**src/rtl/ogege_pkg.sv**
```systemverilog
// Shared definitions for the ogege video pixel path: cursor register map,
// CTRL bit positions and the packed 4:4:4 colour type.
package ogege_pkg;

    localparam logic [2:0] CUR_COL     = 3'd0;
    localparam logic [2:0] CUR_ROW     = 3'd1;
    localparam logic [2:0] CUR_CTRL    = 3'd2;
    localparam logic [2:0] CUR_PERIOD  = 3'd3;
    localparam logic [2:0] CUR_COLOR_L = 3'd4;
    localparam logic [2:0] CUR_COLOR_H = 3'd5;
    localparam logic [2:0] CUR_STATUS  = 3'd6;

    localparam int CTRL_EN     = 0;
    localparam int CTRL_BLINK  = 1;
    localparam int CTRL_BLOCK  = 2;
    localparam int CTRL_INVERT = 3;
    localparam int CTRL_W      = 4;

    // Character cells are 8x8 pixels.
    localparam int CELL_SHIFT = 3;

    typedef logic [11:0] rgb12_t;

endpackage

```
**src/rtl/cursor_overlay_if.sv**
```systemverilog
// 8-bit peripheral register bus shared by the text area and cursor overlay.
interface cursor_overlay_if;

    logic       i_stb;
    logic       i_we;
    logic [2:0] i_addr;
    logic [7:0] i_data;
    logic [7:0] o_data;
    logic       o_data_ready;

    modport master (
        output i_stb, i_we, i_addr, i_data,
        input  o_data, o_data_ready
    );

    modport slave (
        input  i_stb, i_we, i_addr, i_data,
        output o_data, o_data_ready
    );

endinterface

```
**src/rtl/cursor_blink.sv**
```systemverilog
// Cursor blink timer: counts frame ends and toggles the visible phase every
// max(period,1) frames while blinking is enabled.
module cursor_blink (
    input  logic       clk_i,
    input  logic       rst_ni,
    input  logic       fe_i,
    input  logic       blink_en_i,
    input  logic [7:0] period_i,
    input  logic       clear_i,
    output logic       phase_o
);

    logic [7:0] cnt_q, cnt_d;
    logic [7:0] eff;
    logic       phase_q, phase_d;

    always_comb begin
        cnt_d   = cnt_q;
        phase_d = phase_q;
        eff     = (period_i == 8'd0) ? 8'd1 : period_i;
        // A CTRL write restarts the blink so a freshly moved cursor shows at once.
        if (clear_i) begin
            cnt_d   = 8'd0;
            phase_d = 1'b1;
        end else if (fe_i) begin
            if (!blink_en_i) begin
                cnt_d   = 8'd0;
                phase_d = 1'b1;
            end else if (cnt_q >= eff - 8'd1) begin
                cnt_d   = 8'd0;
                phase_d = ~phase_q;
            end else begin
                cnt_d = cnt_q + 8'd1;
            end
        end
    end

    always_ff @(posedge clk_i or negedge rst_ni) begin
        if (!rst_ni) begin
            cnt_q   <= 8'd0;
            phase_q <= 1'b1;
        end else begin
            cnt_q   <= cnt_d;
            phase_q <= phase_d;
        end
    end

    assign phase_o = phase_q;

endmodule

```
**src/rtl/cursor_overlay.sv**
```systemverilog
// Final pixel stage ahead of the VGA pins: overlays a programmable, optionally
// blinking text cursor on the text colour and registers RGB plus syncs.
module cursor_overlay #(
    parameter int H_ACTIVE   = 640,
    parameter int V_ACTIVE   = 480,
    parameter int SYNC_IDLE  = 1,
    parameter int DEF_PERIOD = 30
) (
    input  logic        i_pix_clk,
    input  logic        i_rstn,
    cursor_overlay_if.slave bus,
    input  logic [9:0]  i_scan_column,
    input  logic [8:0]  i_scan_row,
    input  logic        i_de,
    input  logic        i_hsync,
    input  logic        i_vsync,
    input  logic [11:0] i_color,
    output logic [3:0]  o_r,
    output logic [3:0]  o_g,
    output logic [3:0]  o_b,
    output logic        o_hsync,
    output logic        o_vsync
);

    import ogege_pkg::*;

    logic wr, rd, ctrl_wr, fe, vblank, phase, hit;

    logic [6:0]        col_sh_q, col_sh_d, col_act_q;
    logic [5:0]        row_sh_q, row_sh_d, row_act_q;
    logic [CTRL_W-1:0] ctrl_sh_q, ctrl_sh_d, ctrl_act_q;
    logic [7:0]        period_q, period_d;
    rgb12_t            color_q, color_d;

    logic [7:0] rdata;
    logic [7:0] rdata_q;
    logic       rdy_q;

    logic [9-CELL_SHIFT:0] cell_col;
    logic [8-CELL_SHIFT:0] cell_row;
    logic [CELL_SHIFT-1:0] cell_line;

    rgb12_t pix_d, rgb_q;
    logic   hs_q, vs_q;

    assign wr      = bus.i_stb & bus.i_we;
    assign rd      = bus.i_stb & ~bus.i_we;
    assign ctrl_wr = wr & (bus.i_addr == CUR_CTRL);
    assign fe      = i_de & (i_scan_column == 10'(H_ACTIVE - 1))
                          & (i_scan_row == 9'(V_ACTIVE - 1));
    assign vblank  = (i_scan_row >= 9'(V_ACTIVE));

    always_comb begin
        col_sh_d  = col_sh_q;
        row_sh_d  = row_sh_q;
        ctrl_sh_d = ctrl_sh_q;
        period_d  = period_q;
        color_d   = color_q;
        if (wr) begin
            case (bus.i_addr)
                CUR_COL:     col_sh_d       = bus.i_data[6:0];
                CUR_ROW:     row_sh_d       = bus.i_data[5:0];
                CUR_CTRL:    ctrl_sh_d      = bus.i_data[CTRL_W-1:0];
                CUR_PERIOD:  period_d       = bus.i_data;
                CUR_COLOR_L: color_d[7:0]   = bus.i_data;
                CUR_COLOR_H: color_d[11:8]  = bus.i_data[3:0];
                default:     ;
            endcase
        end
    end

    always_comb begin
        rdata = 8'h00;
        case (bus.i_addr)
            CUR_COL:     rdata = {1'b0, col_sh_q};
            CUR_ROW:     rdata = {2'b00, row_sh_q};
            CUR_CTRL:    rdata = {{(8-CTRL_W){1'b0}}, ctrl_sh_q};
            CUR_PERIOD:  rdata = period_q;
            CUR_COLOR_L: rdata = color_q[7:0];
            CUR_COLOR_H: rdata = {4'h0, color_q[11:8]};
            CUR_STATUS:  rdata = {6'b000000, vblank, phase};
            default:     rdata = 8'h00;
        endcase
    end

    cursor_blink u_blink (
        .clk_i      (i_pix_clk),
        .rst_ni     (i_rstn),
        .fe_i       (fe),
        .blink_en_i (ctrl_act_q[CTRL_BLINK]),
        .period_i   (period_q),
        .clear_i    (ctrl_wr),
        .phase_o    (phase)
    );

    // Off-screen COL/ROW simply never match a displayed cell.
    assign cell_col  = i_scan_column[9:CELL_SHIFT];
    assign cell_row  = i_scan_row[8:CELL_SHIFT];
    assign cell_line = i_scan_row[CELL_SHIFT-1:0];

    assign hit = ctrl_act_q[CTRL_EN] & phase & i_de
               & (cell_col == col_act_q) & (cell_row == row_act_q)
               & (ctrl_act_q[CTRL_BLOCK] | (cell_line >= 3'd6));

    always_comb begin
        pix_d = '0;
        if (i_de) begin
            if (hit) begin
                pix_d = ctrl_act_q[CTRL_INVERT] ? ~i_color : color_q;
            end else begin
                pix_d = i_color;
            end
        end
    end

    always_ff @(posedge i_pix_clk or negedge i_rstn) begin
        if (!i_rstn) begin
            col_sh_q   <= '0;
            row_sh_q   <= '0;
            ctrl_sh_q  <= '0;
            period_q   <= 8'(DEF_PERIOD);
            color_q    <= 12'hFFF;
            col_act_q  <= '0;
            row_act_q  <= '0;
            ctrl_act_q <= '0;
            rdata_q    <= 8'h00;
            rdy_q      <= 1'b0;
            rgb_q      <= '0;
            hs_q       <= 1'(SYNC_IDLE);
            vs_q       <= 1'(SYNC_IDLE);
        end else begin
            col_sh_q  <= col_sh_d;
            row_sh_q  <= row_sh_d;
            ctrl_sh_q <= ctrl_sh_d;
            period_q  <= period_d;
            color_q   <= color_d;
            // Position/mode only change between frames, taking a same-cycle write.
            if (fe) begin
                col_act_q  <= col_sh_d;
                row_act_q  <= row_sh_d;
                ctrl_act_q <= ctrl_sh_d;
            end
            rdy_q <= rd;
            if (rd) begin
                rdata_q <= rdata;
            end
            rgb_q <= pix_d;
            hs_q  <= i_hsync;
            vs_q  <= i_vsync;
        end
    end

    assign bus.o_data       = rdata_q;
    assign bus.o_data_ready = rdy_q;
    assign o_r              = rgb_q[11:8];
    assign o_g              = rgb_q[7:4];
    assign o_b              = rgb_q[3:0];
    assign o_hsync          = hs_q;
    assign o_vsync          = vs_q;

endmodule

```
**src/flat_wrapper.sv**
```systemverilog
// flat-port wrapper written by rule: the top's interface ports become plain ports
module cursor_overlay_flat import ogege_pkg::*;
#(
    parameter int H_ACTIVE   = 640,
    parameter int V_ACTIVE   = 480,
    parameter int SYNC_IDLE  = 1,
    parameter int DEF_PERIOD = 30
)
  (i_pix_clk, i_rstn, i_scan_column, i_scan_row, i_de, i_hsync, i_vsync, i_color, o_r, o_g, o_b, o_hsync, o_vsync, bus_i_stb, bus_i_we, bus_i_addr, bus_i_data, bus_o_data, bus_o_data_ready);
  cursor_overlay_if bus_i ();
  input  logic i_pix_clk;
  input  logic i_rstn;
  input  logic [9:0] i_scan_column;
  input  logic [8:0] i_scan_row;
  input  logic i_de;
  input  logic i_hsync;
  input  logic i_vsync;
  input  logic [11:0] i_color;
  output logic [3:0] o_r;
  output logic [3:0] o_g;
  output logic [3:0] o_b;
  output logic o_hsync;
  output logic o_vsync;
  input wire logic [$bits(bus_i.i_stb)-1:0] bus_i_stb;
  input wire logic [$bits(bus_i.i_we)-1:0] bus_i_we;
  input wire logic [$bits(bus_i.i_addr)-1:0] bus_i_addr;
  input wire logic [$bits(bus_i.i_data)-1:0] bus_i_data;
  output wire logic [$bits(bus_i.o_data)-1:0] bus_o_data;
  output wire logic [$bits(bus_i.o_data_ready)-1:0] bus_o_data_ready;
  assign bus_i.i_stb = bus_i_stb;
  assign bus_i.i_we = bus_i_we;
  assign bus_i.i_addr = bus_i_addr;
  assign bus_i.i_data = bus_i_data;
  assign bus_o_data = bus_i.o_data;
  assign bus_o_data_ready = bus_i.o_data_ready;
  cursor_overlay #(.H_ACTIVE(H_ACTIVE), .V_ACTIVE(V_ACTIVE), .SYNC_IDLE(SYNC_IDLE), .DEF_PERIOD(DEF_PERIOD)) u_core (.i_pix_clk(i_pix_clk), .i_rstn(i_rstn), .bus(bus_i), .i_scan_column(i_scan_column), .i_scan_row(i_scan_row), .i_de(i_de), .i_hsync(i_hsync), .i_vsync(i_vsync), .i_color(i_color), .o_r(o_r), .o_g(o_g), .o_b(o_b), .o_hsync(o_hsync), .o_vsync(o_vsync));
endmodule
```
**config.mk**
```make
export PLATFORM = sky130hd
export DESIGN_NAME = cursor_overlay_flat
export DESIGN_NICKNAME = d
export VERILOG_FILES = /design/src/rtl/ogege_pkg.sv /design/src/rtl/cursor_overlay_if.sv /design/src/rtl/cursor_blink.sv /design/src/rtl/cursor_overlay.sv /design/src/flat_wrapper.sv
export SDC_FILE = /design/constraint.sdc
export NUM_CORES = 1
export LEC_CHECK = 0
export CAP_MARGIN = 20
export CORE_MARGIN = 1
export CORE_UTILIZATION = 50
export CTS_CLUSTER_SIZE = 20
export DETAILED_ROUTE_END_ITERATION = 8
export GPL_TIMING_DRIVEN = 1
export HOLD_SLACK_MARGIN = 0.08
export PLACE_DENSITY = 0.73
export REMOVE_ABC_BUFFERS = 1
export SYNTH_ARGS = -nofsm -noshare
export SYNTH_HDL_FRONTEND = slang
export SYNTH_SLANG_ARGS = --single-unit
```
**constraint.sdc**
```tcl
create_clock -name i_pix_clk -period 3.9 [get_ports i_pix_clk]
set_clock_uncertainty 0.05 [all_clocks]
set_input_delay 1.17 -clock i_pix_clk [delete_from_list [all_inputs] [get_ports i_pix_clk]]
set_output_delay 1.17 -clock i_pix_clk [all_outputs]
set_load 0.05 [all_outputs]
```
==> impl_metrics.csv, run 1 <==
group,metric,value,unit
clocking,clock_sinks,86,
synth,synth_edf_count,0,
timing,setup_viol,0,
final_layout,nNetsFinal,528,
synth,ys.flop_type,"dfrtp_1",
grt,grt_use_met2,0.359,
grt,track_usage,0.234,
run,cap_viol_max_count,0,
setup_path,cp.arrival,3.65,ns
setup_path,worstSetupEndpointType,"register",
grt,grt_overflow,0,
clocking,clk_pin_slew,0.09,ns
synth,yosysWarningCount,0,
grt,antenna_found_initial,0,
setup_path,path_cells,"or4_1, nor2_1, a21oi_1, ha_1, nand2b_1, nor2_1, xnor2_1, ha_1, a22o_1, o41ai_1, a21oi_2, nor4_1",
final_layout,layout-drive-gt1-share,0.205,
floorplanning,die_area,0.00907,mm²
synth,ys_ff_latch,86,
clocking,root_buffer,"clkbuf_8",
routing,vias,3267,
clocking,postCtsSetupRepairBufs,0,
grt,grt_pass1_wl,16100,µm
timing,min_period,3.46,ns
setup_path,crit_path_top_delay_cell,"o41ai_1",
setup_path,slowest_delay,0.56,ns
clocking,cts_buffers,9,
routing,drtPass1Iterations,4,
final_layout,antennaDiodeCount,0,
synth,ys_async_sr_fraction,1.00,
run_status,status,"completed",
final_layout,area_delta_synth_final,24.1,%
placed_design,dpl_cell_area,0.00519,mm²
grt,top_usage_layer,"met2",
setup_path,worstPathRequired,4.09,ns
clocking,clkLatencyLatePin,0.35,ns
clocking,post_cts_resized,0,
routing,post-route-drc-count,0,
floorplanning,die_h,95.3,µm
placed_design,port-buffer-count,71,
grt,grt_start_max_net_pins,55,
routing,wl_per_cell,16.9,µm
grt,first_global_vias,3174,
grt,grt_util_met1,0.343,
power,pwr_density_cell,418,mW/mm²
placed_design,hpwl,7240,µm
synth,seq_area_frac_synth,0.500,
timing,rsz0062_at_grt,"no",
hold_path,hold_class,"register to register",
power,total_leakage_power,2.39,nW
timing,tightest_slew,0.805,ns
timing,hold_slack,0.442,ns
final_layout,instances_no_fill,579,
synth,syn_inst,393,
timing,hold_viol,0,
floorplanning,core_area,0.00830,mm²
clocking,hold_buffers,0,
hold_path,hp-start,"u_core.bus.o_data[3]$_DFFE_PN0P_",
final_layout,finish.instance_area,0.00539,mm²
clocking,cts_tree,"yes",
power,p_total,2.26,mW
final_layout,mostFrequentLayoutCells,"70 x clkdlybuf4s50_1, 67 x dfrtp_1, 48 x mux2_2",
routing,ant_nets,0,
floorplanning,io_pins,72,
routing,drt_iter0_drc,169,
routing,drt_wl_total,9780,µm
synth,synth_area,0.00435,mm²
clocking,clock_path_buffers,2,
timing,fin_setup_tns,0,ns
synth,synth_cell_type_count,43,
routing,drt-vias-per-instance,5.64,
placed_design,place_congestion,0.799,
floorplanning,row_count,33,
grt,grt.met3_usage,0.0327,
final_layout,layout_commonest_cell,"clkdlybuf4s50_1",
synth,synth_area_per_cell,11.1,µm²
timing,fmax,289,MHz
floorplanning,initial_core_util,0.524,
setup_path,timing.critical_path.buf_inv,0,
power,ir_drop,0.232,mV
floorplanning,fp.dieW,95.3,µm
clocking,h-tree-depth,3,
setup_path,crit_family,"simple AND/OR/NAND/NOR gates",
timing,max_slew_margin,0.463,
setup_path,crit_type,"register to register",
timing,final_max_slew_viol_count,0,
setup_path,worstPathMaxFanout,7,
setup_path,r2r_start,"u_core.period_q[6]$_DFFE_PN0P_",
placed_design,dp_cells,563,
setup_path,crit_path_start_kind,"register",
timing,finalCritPeriodShare,0.886,
setup_path,startpoint,"u_core.period_q[6]$_DFFE_PN0P_",
per-stage QoR:
step / setup slack [ns] / utilization
floorplan: 0.181 / -
global placement: 0.414 / 0.626
detailed placement: 0.342 / 0.626
CTS: 0.476 / 0.650
global route: 0.177 / 0.650
finish: 0.445 / 0.650
worst paths after layout:
kind | endpoint | slack (ns) | cells past startpoint
min in group asynchronous | u_core.bus.o_data[4]$_DFFE_PN0P_ | 0.79 | 1
max in group asynchronous | u_core.color_q[10]$_DFFE_PN1P_ | 2.23 | 2
worst max-delay path | u_core.u_blink.cnt_q[3]$_DFFE_PN0P_ | 0.44 | 12
worst max register to register | u_core.u_blink.cnt_q[3]$_DFFE_PN0P_ | 0.44 | 12
worst min-delay path | u_core.bus.o_data[3]$_DFFE_PN0P_ | 0.44 | 2
worst min register to register | u_core.bus.o_data[3]$_DFFE_PN0P_ | 0.44 | 2
routing by layer:
layer | vias to the layer above | share of wire | wire length [µm]
li1 | 1560 | - | -
met1 | 1605 | 0.49 | 4740
met2 | 91 | 0.46 | 4490
met3 | 11 | 0.047 | 461
met4 | 0 | 0.0091 | 89
met5 | - | 0 | 0
registers in the layout (all words and copies together) (netlist names):
name / flops
u_core.bus.o_data_ready: 1
u_core.u_blink.cnt_q: 8
u_core.col_act_q: 7
u_core.rgb_q: 12
u_core.row_sh_q: 6
u_core.bus.o_data: 8
u_core.u_blink.phase_o: 1
u_core.col_sh_q: 7
u_core.ctrl_sh_q: 4
u_core.ctrl_act_q: 4
u_core.color_q: 12
u_core.o_hsync: 1
u_core.o_vsync: 1
u_core.row_act_q: 6
u_core.period_q: 8
power breakdown:
group	internal, mW	total (mW)	switching (mW)
registers	1.03	1.11	0.0803
logic	0.239	0.513	0.274
clock network	0.297	0.629	0.333
area by class of cell:
class                           count  area [µm²]
Fill cell                         656        2910
Sequential cell                    86        2180
Multi-Input combinational cell    277        2050
Timing Repair Buffer               82         791
Tap cell                          105         131
Clock buffer                        9         124
Clock inverter                      7        75.1
Inverter                           13        48.8
cell usage after synthesis, types with 4 or more instances:
library cell,instances,area [µm²]
dfrtp_1,67,1680
mux2_2,48,541
nand2_1,32,120
nor2_1,27,101
mux2i_1,23,230
dfstp_2,19,499
o21ai_0,18,90.1
a21oi_1,16,80.1
xor2_1,14,123
clkbuf_1,13,48.8
inv_1,13,48.8
nand3_1,11,55.1
nor4_1,11,68.8
ha_1,10,125
a211o_1,7,61.3
a21boi_0,7,52.6
nor2b_1,7,43.8
nand2b_1,5,31.3
and3_1,4,25.0
nand4_1,4,25.0
xnor2_1,4,35.0
worst min-delay path: cells and delay by family (launching register included):
| kind | cells | cell delay (ns) |
|---|---|---|
| AO/OA/AOI/OAI | 1 | 0.06 |
| flip-flops | 1 | 0.35 |
| AND/OR/NAND/NOR | 1 | 0.05 |
cell families after synthesis:
kind of cell	Yosys count	synth area share
simple gates	114	0.130
buf+inv	30	0.0285
flops	86	0.500
compound gates	63	0.0932
fa+ha+maj	10	0.0288
xor+xnor	18	0.0363
mux	72	0.182
No activity file was read; power rests on OpenSTA's default activity.
==> run 2, diff against run 1 <==
--- a/config.mk
+++ b/config.mk
@@ -8,6 +8,7 @@
 export CAP_MARGIN = 20
 export CORE_MARGIN = 1
 export CORE_UTILIZATION = 50
+export CTS_CLUSTER_DIAMETER = 120
 export CTS_CLUSTER_SIZE = 20
 export DETAILED_ROUTE_END_ITERATION = 8
 export GPL_TIMING_DRIVEN = 1
==> results of run 2 <==
Same layout as run 1: the final DEF is identical, and so are final timing and power.
